<file path="config.mk">
export PLATFORM = sky130hd
export DESIGN_NAME = hazard_scoreboard
export DESIGN_NICKNAME = d
export VERILOG_FILES = /design/src/rtl/hazard_scoreboard.sv
export SDC_FILE = /design/constraint.sdc
export NUM_CORES = 1
export LEC_CHECK = 0
export BUFFER_PORTS_ARGS = -buffer_cell sky130_fd_sc_hd__buf_2
export CORE_MARGIN = 3
export CORE_UTILIZATION = 56
export DETAILED_ROUTE_END_ITERATION = 12
export PLACE_DENSITY = 0.89
export SETUP_SLACK_MARGIN = 0.4
export SYNTH_ARGS = -nofsm -noshare
export SYNTH_HDL_FRONTEND = slang
export SYNTH_SLANG_ARGS = --single-unit
</file>
<file path="constraint.sdc">
create_clock -name clk -period 4.4 [get_ports clk]
set_input_delay 0.22 -clock clk [delete_from_list [all_inputs] [get_ports clk]]
set_output_delay 0.22 -clock clk [all_outputs]
set_load 0.05 [all_outputs]
</file>
<file path="src/rtl/hazard_scoreboard.sv">
// Read-after-write hazard detector for a 4-stage tail (ID->EX->MEM->WB): raises stall on
// unresolvable dependencies and registers EX-stage operand forwarding selects.
module hazard_scoreboard #(
   parameter bit FORWARDING = 1'b1,
   parameter bit RF_BYPASS  = 1'b1
) (
   input  logic        clk,
   input  logic        rst,
   input  logic        id_valid,
   input  logic [2:0]  id_rs,
   input  logic        id_rs_used,
   input  logic [2:0]  id_rt,
   input  logic        id_rt_used,
   input  logic [2:0]  id_rd,
   input  logic        id_we_reg,
   input  logic        id_is_load,
   input  logic        stall_ext,
   input  logic        flush,
   output logic        stall,
   output logic [1:0]  fwd_a_sel,
   output logic [1:0]  fwd_b_sel,
   output logic [15:0] stall_count
);

   typedef struct packed {
      logic       v;
      logic [2:0] rd;
      logic       we;
   } tag_t;

   localparam logic [1:0] SelRf  = 2'b00;
   localparam logic [1:0] SelMem = 2'b01;
   localparam logic [1:0] SelWb  = 2'b10;

   // Only the EX slot needs the load flag; it is the sole source of load-use stalls.
   tag_t        ex_q, mem_q, wb_q, ex_d;
   logic        ex_ld_q, ex_ld_d;
   logic [1:0]  fwd_a_q, fwd_b_q, fwd_a_d, fwd_b_d;
   logic [15:0] stall_count_q;

   logic ex_rs, ex_rt, mem_rs, mem_rt, wb_rs, wb_rt;
   logic haz, bubble;

   function automatic logic tag_match(input tag_t t, input logic [2:0] src, input logic used,
                                      input logic valid);
      return t.v & t.we & (t.rd == src) & used & valid;
   endfunction

   always_comb begin
      ex_rs  = tag_match(ex_q,  id_rs, id_rs_used, id_valid);
      ex_rt  = tag_match(ex_q,  id_rt, id_rt_used, id_valid);
      mem_rs = tag_match(mem_q, id_rs, id_rs_used, id_valid);
      mem_rt = tag_match(mem_q, id_rt, id_rt_used, id_valid);
      wb_rs  = tag_match(wb_q,  id_rs, id_rs_used, id_valid);
      wb_rt  = tag_match(wb_q,  id_rt, id_rt_used, id_valid);

      // With bypass paths only a load in EX is unresolvable; without them anything in flight is.
      haz = ((ex_rs | ex_rt) & (ex_ld_q | ~FORWARDING))
          | ((mem_rs | mem_rt) & ~FORWARDING)
          | ((wb_rs | wb_rt) & ~RF_BYPASS);

      stall  = haz & ~flush;
      bubble = flush | stall | ~id_valid;

      ex_d    = '0;
      ex_ld_d = 1'b0;
      fwd_a_d = SelRf;
      fwd_b_d = SelRf;
      if (!bubble) begin
         ex_d    = '{v: 1'b1, rd: id_rd, we: id_we_reg};
         ex_ld_d = id_is_load;
         if (FORWARDING) begin
            if (ex_rs)       fwd_a_d = SelMem;
            else if (mem_rs) fwd_a_d = SelWb;
            if (ex_rt)       fwd_b_d = SelMem;
            else if (mem_rt) fwd_b_d = SelWb;
         end
      end
   end

   always_ff @(posedge clk) begin
      if (rst) begin
         ex_q          <= '0;
         ex_ld_q       <= 1'b0;
         mem_q         <= '0;
         wb_q          <= '0;
         fwd_a_q       <= SelRf;
         fwd_b_q       <= SelRf;
         stall_count_q <= '0;
      end else if (!stall_ext) begin
         wb_q    <= mem_q;
         mem_q   <= ex_q;
         ex_q    <= ex_d;
         ex_ld_q <= ex_ld_d;
         fwd_a_q <= fwd_a_d;
         fwd_b_q <= fwd_b_d;
         if (stall && (stall_count_q != 16'hFFFF)) begin
            stall_count_q <= stall_count_q + 16'd1;
         end
      end
   end

   assign fwd_a_sel   = fwd_a_q;
   assign fwd_b_sel   = fwd_b_q;
   assign stall_count = stall_count_q;

endmodule
</file>
==> summary.txt <==
XOR/XNOR Fraction of Synth Area - 0.0672
Compound-Gate Fraction of Synth Area - 0.185
Area of the multi-input gates - 868 um2
CTS Hold Buffers Added - 0
Crit share post-route - 0.551
Sequential area share after synthesis - 0.397
Row cnt - 18
Number of flops mapped to enable cells by yosys - 0
Net count after synthesis - 190
Hold path start - id_rd[2]
Fin nets - 228
Reg2reg path depth - 6
Synth area leader - dfxtp_1
CTS tree - yes
DP Cell Count - 232
Remaining DRCs - 0
Ys async rst share - 0
PD cells - 265 nW/um2
Crit Path Category - reg2reg
Chip Height - 58.8 um
Crit-path max FO - 13
Dpl hpwl - 2640 um
Fillers - 205
Reg2reg start - stall_count[0]
Ranking of synthesized cells by area - dfxtp_1, a21oi_1, xor2_1, or4_1, nor2_1
Critical path, cell by cell - ha_1 -> nand4_1 -> or4_1 -> nor2_2 -> nor3_1 -> mux2_1
Non-Filler Instances - 240
Max-cap violations - 0
Register area - 621 um2
ANT nets after route - 0
Setup Viol. Count Final - 0
Worst path slowest cell - or4_1
Num CTS Buffers - 5
Clock Sinks - 31
Lkg Pwr - 0.729 nW
Antenna cells - 0
Fraction of layout instances using a drive strength above 1 - 0.248
Final Hold Fails - 0
Worst stage delay on the critical path - 0.61 ns
Vias in the first global route - 1297
Setup Buffers After CTS - 0
FF+latch count, synth - 31
I/O pin total - 39
Yosys cell types - 40
Via count - 1461
Via density - 6.09
Synth Instances - 171
Worst Path Buf+Inv - 0
Die Wd - 58.8 um
Top FF cell, synth - dfxtp_1
Final core utilization - 0.694
Slew Viols, Final - 0
Core area - 2570 um2
Max Clock Skew - 0.0137 ns
Adder-cell area share of the yosys netlist - 0.00800
Initial antenna violation count - 0
Largest family of logic cells by synthesized area - simple AND/OR/NAND/NOR gates
Fmax - 0.412 GHz
Hold Path Stages - 2
Post-synthesis simple-gate area fraction - 0.256
Post-CTS resize count - 0
Port bufs - 38
Actual slew at the worst max-slew pin - 0.624 ns
Worst-Skew Late Latency - 0.34 ns
Synthesized cell area - 1560 um2
Overflow after GRT - 0
Most common cell after layout, fill and taps aside - buf_2
Initial detailed-routing violation count - 87
CTS clock-pin slew for the worst setup and hold paths - 0.09 ns
VDD IR max - 0.000210 V
Reg-to-reg slack, setup - 1.97 ns
GP Congestion - 0.888
Die ar. - 3460 um2
Max-slew headroom - 0.584
Mapped Avg Cell Area - 9.15 um2
Routed WL - 3550 um
Most frequent cells in the layout - buf_2, dfxtp_1, nor2_1, a21oi_1, nand2_1
Clock buffer depth - 2
CP required - 4.62 ns
Largest net degree at the start of global routing - 29
Clock root cell - clkbuf_4
Starting Density - 0.609
Crit end category - flop
RSZ-0062 raised after global routing - false
Worst hold path class - in2reg
Mux share of post-synthesis cell area - 0.0392
Reg2reg end - stall_count[6]
Crit path launch type - flop
Pre-Repair DR Iteration Count - 4
First-pass GRT wire length - 5840 um
Worst hold endpoint - ex_q[3]
Syn-to-layout area delta - 13.9%
Post-synth top area share - 0.397
Setup TNS - 0 ns
H-tree depth - 2
Fin crit period - 2.43 ns
Top Family by Delay on Critical Path - simple AND/OR/NAND/NOR gates
GRT Util Overall - 0.222
Routed len/inst - 14.8 um
Synth warnings - 0
Status - finished clean
Critical path arrival - 2.65 ns
cell usage after synthesis, types with 2 or more instances:
master,instances
nor3_1,2
or4_1,8
nand4_1,4
nor4_4,2
a41o_1,2
nor2_1,14
and2_1,2
xor2_1,8
buf_6,3
o21ai_0,9
nor2b_1,3
a22o_1,5
xnor2_1,4
or3_1,8
a22oi_1,2
nand3_1,5
dfxtp_1,31
nand2_1,12
o31ai_1,6
mux2i_1,5
a21oi_1,14
inv_1,4
how the worst max path moves through the flow:
stage                         startpoint              to  slack, ns  cells after the start
after CTS                 stall_count[0]  stall_count[6]       2.00                      6
after floorplan           stall_count[0]  stall_count[6]       1.92                      7
after global placement    stall_count[0]  stall_count[6]       2.16                      6
after global routing      stall_count[0]  stall_count[6]       1.80                      6
final                     stall_count[0]  stall_count[6]       1.97                      6
after detailed placement  stall_count[0]  stall_count[6]       2.02                      6
metal layers:
metal | vias to the layer above | share of wire | GRT usage
li1 | 711 | - | -
met1 | 682 | 0.43 | 0.280
met2 | 56 | 0.48 | 0.345
met3 | 12 | 0.056 | 0.0526
met4 | 0 | 0.032 | 0.123
met5 | - | 0 | 0
area by class of cell:
| class | instances | area share |
|---|---|---|
| multi-input cells | 129 | 0.487 |
| repair buffers | 38 | 0.107 |
| clock buffers | 7 | 0.0253 |
| flip-flops and latches | 31 | 0.348 |
| clock inverters | 1 | 0.00281 |
| well taps | 30 | 0.0211 |
| inverters | 4 | 0.00843 |
per-stage QoR:
| stage | instance area, um2 | hold WS [ns] | setup WS [ns] | total power, mW |
|---|---|---|---|---|
| floorplan | 1560 | 0.346 | 1.92 | 0.311 |
| global placement | 1730 | 0.431 | 2.16 | 0.321 |
| detailed placement | 1730 | 0.437 | 2.02 | 0.323 |
| CTS | 1780 | 0.0941 | 2.00 | 0.476 |
| global route | 1780 | 0.0907 | 1.80 | 0.494 |
| finish | 1780 | 0.0995 | 1.97 | 0.473 |
sequential cells by signal, indices dropped and copies added, names as in the netlist:
signal	cells
ex_ld_q	1
ex_q	5
fwd_a_sel	2
fwd_b_sel	2
mem_q	5
stall_count	16
logic make-up after synthesis:
kind of cell,Yosys count
compound gates,43
buf+inv,11
xor+xnor,12
fa+ha+maj,1
mux,6
simple gates,67
flops,31
report_power, final:
part / total (mW) / switching, mW / internal (mW)
Combinational: 0.0320 / 0.0194 / 0.0126
Clock: 0.155 / 0.0933 / 0.0621
Sequential: 0.285 / 0.00272 / 0.282
Power figures use the tool's default switching activity.
